[src/rtl/write_track_unit.sv]
// Write tracking for the p3/p4/p5 forwarding path: per-stage destination/data/valid,
// load-use stall generation and register-file commit. Optional STALL_COUNT_EN adds stall_count.
module write_track_unit #(
    parameter int DATA_W = 16,
    parameter int ADDR_W = 3
) (
    input  logic              clock,
    input  logic              reset_n,
    input  logic              p2_valid,
    input  logic              p2_write_en,
    input  logic [ADDR_W-1:0] p2_write_addr,
    input  logic              p2_is_load,
    input  logic              p2_read_en_A,
    input  logic              p2_read_en_B,
    input  logic [ADDR_W-1:0] p2_read_addr_A,
    input  logic [ADDR_W-1:0] p2_read_addr_B,
    input  logic              flush,
    input  logic [DATA_W-1:0] alu_result_p3,
    input  logic [DATA_W-1:0] mem_data_p4,
    output logic [ADDR_W-1:0] write_addr_p3,
    output logic [ADDR_W-1:0] write_addr_p4,
    output logic [ADDR_W-1:0] write_addr_p5,
    output logic [DATA_W-1:0] data_p3,
    output logic [DATA_W-1:0] data_p4,
    output logic [DATA_W-1:0] data_p5,
    output logic              write_valid_p3,
    output logic              write_valid_p4,
    output logic              write_valid_p5,
    output logic              stall,
    output logic              rf_we,
    output logic [ADDR_W-1:0] rf_waddr,
    output logic [DATA_W-1:0] rf_wdata
`ifdef STALL_COUNT_EN
    ,
    output logic [15:0]       stall_count
`endif
);

    typedef struct packed {
        logic              v;
        logic              we;
        logic              ld;
        logic [ADDR_W-1:0] addr;
    } ctl_t;

    ctl_t              p3_q;
    ctl_t              p4_q;
    logic [DATA_W-1:0] p4_data_q;

    // Load data is resolved by the time an instruction reaches p5, so p5 keeps no load flag.
    logic              p5_v_q;
    logic              p5_we_q;
    logic [ADDR_W-1:0] p5_addr_q;
    logic [DATA_W-1:0] p5_data_q;

    logic hit_a;
    logic hit_b;
    logic accept;

    always_comb begin
        hit_a  = p2_read_en_A && (p2_read_addr_A == p3_q.addr);
        hit_b  = p2_read_en_B && (p2_read_addr_B == p3_q.addr);
        stall  = p3_q.v && p3_q.we && p3_q.ld && p2_valid && !flush && (hit_a || hit_b);
        accept = p2_valid && !flush && !stall;
    end

    always_ff @(posedge clock or negedge reset_n) begin
        if (!reset_n) begin
            p3_q      <= '0;
            p4_q      <= '0;
            p4_data_q <= '0;
            p5_v_q    <= 1'b0;
            p5_we_q   <= 1'b0;
            p5_addr_q <= '0;
            p5_data_q <= '0;
        end else begin
            p5_v_q    <= p4_q.v;
            p5_we_q   <= p4_q.we;
            p5_addr_q <= p4_q.addr;
            p5_data_q <= data_p4;
            p4_q      <= p3_q;
            p4_data_q <= data_p3;
            p3_q      <= accept ? ctl_t'({1'b1, p2_write_en, p2_is_load, p2_write_addr}) : ctl_t'('0);
        end
    end

    // Bubbles carry all-zero fields, so invalid stages naturally present address 0 and data 0.
    assign data_p3        = p3_q.v ? alu_result_p3 : '0;
    assign data_p4        = p4_q.ld ? mem_data_p4 : p4_data_q;
    assign data_p5        = p5_data_q;
    assign write_addr_p3  = p3_q.addr;
    assign write_addr_p4  = p4_q.addr;
    assign write_addr_p5  = p5_addr_q;
    assign write_valid_p3 = p3_q.v && p3_q.we && !p3_q.ld;
    assign write_valid_p4 = p4_q.v && p4_q.we;
    assign write_valid_p5 = p5_v_q && p5_we_q;

    assign rf_we    = write_valid_p5;
    assign rf_waddr = write_addr_p5;
    assign rf_wdata = data_p5;

`ifdef STALL_COUNT_EN
    logic [15:0] stall_count_q;

    always_ff @(posedge clock or negedge reset_n) begin
        if (!reset_n)
            stall_count_q <= '0;
        else if (stall && (stall_count_q != 16'hFFFF))
            stall_count_q <= stall_count_q + 16'd1;
    end

    assign stall_count = stall_count_q;
`endif

endmodule

[config.mk]
export PLATFORM = sky130hd
export DESIGN_NAME = write_track_unit
export DESIGN_NICKNAME = d
export VERILOG_FILES = /design/src/rtl/write_track_unit.sv
export SDC_FILE = /design/constraint.sdc
export NUM_CORES = 1
export LEC_CHECK = 0
export ABC_AREA = 0
export ABC_CLOCK_PERIOD_IN_PS = 1500
export CORE_MARGIN = 10
export CORE_UTILIZATION = 25
export DETAILED_ROUTE_END_ITERATION = 10
export PLACE_DENSITY = 0.61
export SYNTH_ARGS = -nofsm -noshare
export SYNTH_HDL_FRONTEND = slang
export SYNTH_SLANG_ARGS = --single-unit
[constraint.sdc]
create_clock -name clock -period 1.5 [get_ports clock]
set_clock_uncertainty 0.1 [all_clocks]
set_input_delay 0.225 -clock clock [delete_from_list [all_inputs] [get_ports clock]]
set_output_delay 0.225 -clock clock [all_outputs]
set_load 0.01 [all_outputs]
==> results.cfg, run 1 <==
[clock_tree]
numCtsBuffers = 5
clock_sinks = 49
clockBufferDepth = 2
root_buffer = clkbuf_8
clk_latency_ns = 0.29
cts_tree = done
path_clk_slew_ns = 0.09
htreeDepth = 2

[timing]
fmaxAchievable_mhz = 593.3
fin_crit_sh_pct = 112.4
final_hold_viol_count = 0
max_slew_margin_pct = 76.04
post-route-min-period_ns = 1.686
finalSetupViolations = 30
final_max_slew_viol_count = 0
setup_ws_ns = -0.1855
worst_pin_slew_ns = 0.3594
whs_ns = 0.2729
rsz0062_at_grt = true

[critical_path]
r2r_slack_ns = 0.14
worstPathMaxFanout = 3
worst_ep_required_time_ns = 1.17
path_delay_family = flip-flops
r2r-end = p3_q[5]$_DFF_PN0_
critPathKind = register to output pin
r2r-start = write_addr_p3[1]$_DFF_PN0_
crit_buf_inv = 1
crit_chain = xnor2_1, nand4_1, a21oi_4, buf_6
arrival_ns = 1.36
rr_worst_depth = 5
slowest_stage = dfrtp_1
max_stage_delay_ns = 0.44
critPathLaunchType = register
crit_path_end_kind = output pin

[route]
routed_wl_um = 6427
routed_via_density = 3.887
wl_per_cell_um = 16.52
drt_iter0_drc = 31
vias = 1512
drtAntennaViolNets = 0
drc = 0
drt_pass1_iterations = 4

[die]
io_pins = 130
die_h_um = 106.8
initial_core_util_pct = 25.82
core_mm2 = 0.007292
dieArea_mm2 = 0.01140
die_w_um = 106.8
rows = 31

[global_routing]
grt.total_usage_pct = 10.84
grt_max_degree = 37
grt_pass1_wl_um = 9673
antenna_found_initial = 0
grt_pass1_vias = 1677
grt-ovfl-total = 0

[flow_run]
max-cap-violations = 0

[finish]
area_delta_synth_final_pct = 96.74
final_util_pct = 50.81
stdcell_area_mm2 = 0.003705
final_nets = 338
diodes = 0
layout-drive-gt1-share_pct = 43.10

[place]
pre_cts_slack_ns = -0.5845
routabilityCongestion = 0.7072
portBuffers = 129
dp_hpwl_um = 4790
placed_area_mm2 = 0.003314

[power]
p_leak_nw = 1.947
pwr_density_cell_mw_per_mm2 = 815.0
total_power_mw = 3.019
max-vdd-ir-drop_mv = 0.3365

[synth]
ys_seq_area_share_pct = 65.12
synth_seq_cells = 49
synth_nets = 185
syn_avg_cell_area_um2 = 13.85
synthDistinctLibCells = 14
synth_commonest_cells = dfrtp_1, buf_4, and2_1
post-synth-top-area-fraction_pct = 65.12
synth_cells = 136
synth_area_leaders = dfrtp_1, buf_4, mux2_2, and2_1, xnor2_1
synth_edf_count = 0
synth.most_common_cell = dfrtp_1
synthesis.area_mm2 = 0.001883
synthFlopType = dfrtp_1
async_flop_share_pct = 100.0
synth-warning-count = 0
yosysTopAreaCell = dfrtp_1

[hold_path]
hold_start = write_addr_p4[0]$_DFF_PN0_
min_path_type = register to register
hold_depth = 0
hold_end = rf_waddr[0]$_DFF_PN0_

[outcome]
violations = negative setup slack
outcome = finished with violations
[how the worst max path moves through the flow]
stage	start	end	slack (ns)	cells past startpoint
6_report	write_addr_p3[1]$_DFF_PN0_	stall	-0.19	4
5_1_grt	write_addr_p3[1]$_DFF_PN0_	stall	-0.28	4
4_1_cts	p4_q[3]$_DFF_PN0_	data_p4[2]	-0.27	4
3_5_place_dp	p2_read_addr_B[0]	stall	-0.58	5
3_3_place_gp	p2_read_addr_B[0]	stall	-0.56	5
2_1_floorplan	p4_q[3]$_DFF_PN0_	data_p4[2]	0.16	3
[final cells by class]
cell class,instances,area (um2)
timing repair buffer,175,1684
clock inverter,1,30.03
tap,99,123.9
sequential,49,1227
multi-input combinational,58,553.0
fill,672,3587
clock buffer,7,86.33
[where the power goes]
part | internal [mW] | switching (mW) | total, mW | leakage [nW]
Sequential | 1.38 | 0.0289 | 1.41 | 0.653
Clock | 0.544 | 0.433 | 0.977 | 0.0585
Combinational | 0.402 | 0.232 | 0.634 | 1.24
Total | 2.33 | 0.694 | 3.02 | 1.95
[flip-flops by register name, indices dropped and copies added (netlist names)]
| signal | count |
|---|---|
| data_p5 | 16 |
| p3_q | 3 |
| p4_data_q | 16 |
| p4_q | 3 |
| p5_v_q | 1 |
| p5_we_q | 1 |
| rf_waddr | 3 |
| write_addr_p3 | 3 |
| write_addr_p4 | 3 |
[cell usage in the layout (no fill, tap or decap)]
cell,n
dfrtp_1,48
nor2_1,6
bufinv_16,1
nor2b_4,1
clkbuf_1,1
nor2b_1,1
and2_1,2
clkdlybuf4s50_1,47
clkbuf_8,6
nand4_1,3
clkbuf_2,1
buf_6,44
buf_2,3
xnor2_2,1
dfrtp_2,1
dlygate4sd2_1,44
a21oi_4,1
mux2_4,16
and2_4,16
clkdlybuf4s15_1,1
xnor2_1,5
buf_12,3
dlygate4sd3_1,1
buf_4,31
nand2_1,6
[routing by layer]
| metal | wire, um | GRT usage (%) | up-vias | part of all wire [%] |
|---|---|---|---|---|
| met1 | 2458 | 11.65 | 733 | 38 |
| li1 | - | - | 714 | - |
| met2 | 3495 | 19.49 | 61 | 54 |
| met3 | 405 | 2.994 | 4 | 6.3 |
| met5 | 0 | 0 | - | 0 |
| met4 | 68 | 4.642 | 0 | 1.1 |
[stage by stage]
step / setup TNS [ns] / cells
floorplan: 0 / 136
finish: -3.848 / 389
global placement: -7.634 / 361
detailed placement: -7.949 / 361
CTS: -5.333 / 385
global route: -5.370 / 389
[cells by family after synthesis]
| kind of cell | count (synthesis) | synth area share, % |
|---|---|---|
| flip-flops | 49 | 65.12 |
| AND/OR/NAND/NOR | 35 | 10.43 |
| buffers and inverters | 29 | 11.23 |
| multiplexers | 16 | 9.568 |
| XOR/XNOR | 6 | 2.791 |
| AO/OA/AOI/OAI | 1 | 0.8640 |
[repair_timing]
item,4_1_cts,5_1_grt
pin swaps,4,2
hold buffers,1,0
cloned,2,0
setup endpoints to repair,81,43
hold endpoints to repair,13,0
buffers inserted,14,7
resized for setup,244,32
Power figures use the tool's default switching activity.
==> run 2, diff against run 1 <==
- SKIP_CTS_REPAIR_TIMING: unset -> 1
==> results.cfg, run 2 (synthesized netlist as in run 1, its figures left out) <==
[global_routing]
grt-ovfl-total = 0
grt_max_degree = 37
antenna_found_initial = 0
grt_pass1_vias = 1588
busiest_layer = met2
grt.total_usage_pct = 10.22
met3_usage_pct = 3.234
grt_util_met1_pct = 10.68
grt_pass1_wl_um = 9163
grtUsageMet2_pct = 18.31

[timing]
post-route-min-period_ns = 1.712
worst_pin_slew_ns = 0.3511
max_slew_margin_pct = 76.59
fmaxAchievable_mhz = 584.1
setup_ws_ns = -0.2121
fin_crit_sh_pct = 114.1
rsz0062_at_grt = true
final_max_slew_viol_count = 0
final_hold_viol_count = 0
finalSetupViolations = 27

[critical_path]
r2r-end = p3_q[5]$_DFF_PN0_
path_delay_family = flip-flops
worstPathMaxFanout = 8
crit_path_end_kind = output pin
rr_worst_depth = 5
max_stage_delay_ns = 0.42
crit_buf_inv = 2
critPathLaunchType = register
worst_ep_required_time_ns = 1.17
arrival_ns = 1.39
critPathKind = register to output pin
r2r_slack_ns = 0.14
crit_chain = clkbuf_16, mux2_2, clkbuf_2
slowest_stage = dfrtp_2
r2r-start = write_addr_p3[2]$_DFF_PN0_

[power]
p_leak_nw = 2.465
max-vdd-ir-drop_mv = 0.3402
total_power_mw = 3.030
pwr_density_cell_mw_per_mm2 = 797.1

[die]
io_pins = 130
initial_core_util_pct = 25.82
die_w_um = 106.8
dieArea_mm2 = 0.01140
die_h_um = 106.8
rows = 31
core_mm2 = 0.007292

[finish]
diodes = 0
area_delta_synth_final_pct = 101.9
final_nets = 328
mostFrequentLayoutCells = dfrtp_1, clkdlybuf4s50_1, dlymetal6s2s_1, buf_6, buf_4
fillerInstances = 671
regArea_mm2 = 0.001229
layout-drive-gt1-share_pct = 40.36
multi_input_area_um2 = 541.8
final_util_pct = 52.13

[route]
drt_pass1_iterations = 5
wl_per_cell_um = 17.14
routed_via_density = 3.868
drtAntennaViolNets = 0
vias = 1466
routed_wl_um = 6495
drc = 0
drt_iter0_drc = 32

[clock_tree]
clk_latency_ns = 0.30
clock_sinks = 49
numCtsBuffers = 5
root_buffer = clkbuf_8
clockBufferDepth = 2
htreeDepth = 2
cts_tree = done
path_clk_slew_ns = 0.09

[place]
dp_hpwl_um = 4790
routabilityCongestion = 0.7072
portBuffers = 129

[flow_run]
max-cap-violations = 0

[hold_path]
min_path_type = input pin to asynchronous set/reset pin

[outcome]
outcome = finished with violations
violations = negative setup slack
[run 2: cell count changes in the layout (fill, tap and decap cells not counted), sizes merged]
| cell | change |
|---|---|
| clkbuf | +2 |
| buf | -14 |
| dlymetal6s2s | +47 |
| dlygate4sd2 | -44 |
| clkdlybuf4s15 | -1 |
[run 2: layout make-up]
type	count	share of cell area [%]
Timing Repair Buffer	165	47.10
Sequential cell	49	32.32
Multi-Input combinational cell	58	14.25
Tap cell	99	3.259
Clock buffer	7	2.271
Clock inverter	1	0.7900
[run 2: worst reg2reg max path: cells and delay by family, from the launching register on]
family | cells | cell delay, ns
flip-flops | 1 | 0.43
AND/OR/NAND/NOR | 2 | 0.22
buffers and inverters | 1 | 0.16
XOR/XNOR | 1 | 0.17
AO/OA/AOI/OAI | 1 | 0.17
[run 2: worst max-delay path by stage]
stage          depth (start not counted)                  startpoint  slack (ns)    endpoint
2_1_floorplan                          3           p4_q[3]$_DFF_PN0_        0.16  data_p4[2]
3_3_place_gp                           5           p2_read_addr_B[0]       -0.56       stall
3_5_place_dp                           5           p2_read_addr_B[0]       -0.58       stall
4_1_cts                                4  write_addr_p3[1]$_DFF_PN0_       -0.68       stall
5_1_grt                                4  write_addr_p3[1]$_DFF_PN0_       -0.27       stall
6_report                               3           p4_q[3]$_DFF_PN0_       -0.21  data_p4[3]
[run 2: through the flow]
stage	instance area (um2)	hold slack, ns	worst slack, ns	cells	TNS, ns
2_1_floorplan	1883	-0.1706	0.1594	136	0
6_report	3801	0.2678	-0.2121	379	-4.144
3_3_place_gp	3314	0.05694	-0.5579	361	-7.634
3_5_place_dp	3314	0.06004	-0.5845	361	-7.949
5_1_grt	3801	0.2878	-0.2734	379	-5.515
4_1_cts	3431	-0.2769	-0.6839	369	-19.81
[run 2: where the power goes]
part / leakage (nW) / switching (mW) / internal (mW)
clock network: 0.0585 / 0.436 / 0.544
logic: 1.75 / 0.227 / 0.414
registers: 0.651 / 0.0288 / 1.38
total: 2.46 / 0.692 / 2.34
[run 2: metal layers]
metal	wire length (um)	vias up	share of wire (%)
met5	0	-	0
met4	80	0	1.2
met2	3486	61	54
met3	423	4	6.5
met1	2505	709	39
li1	-	692	-
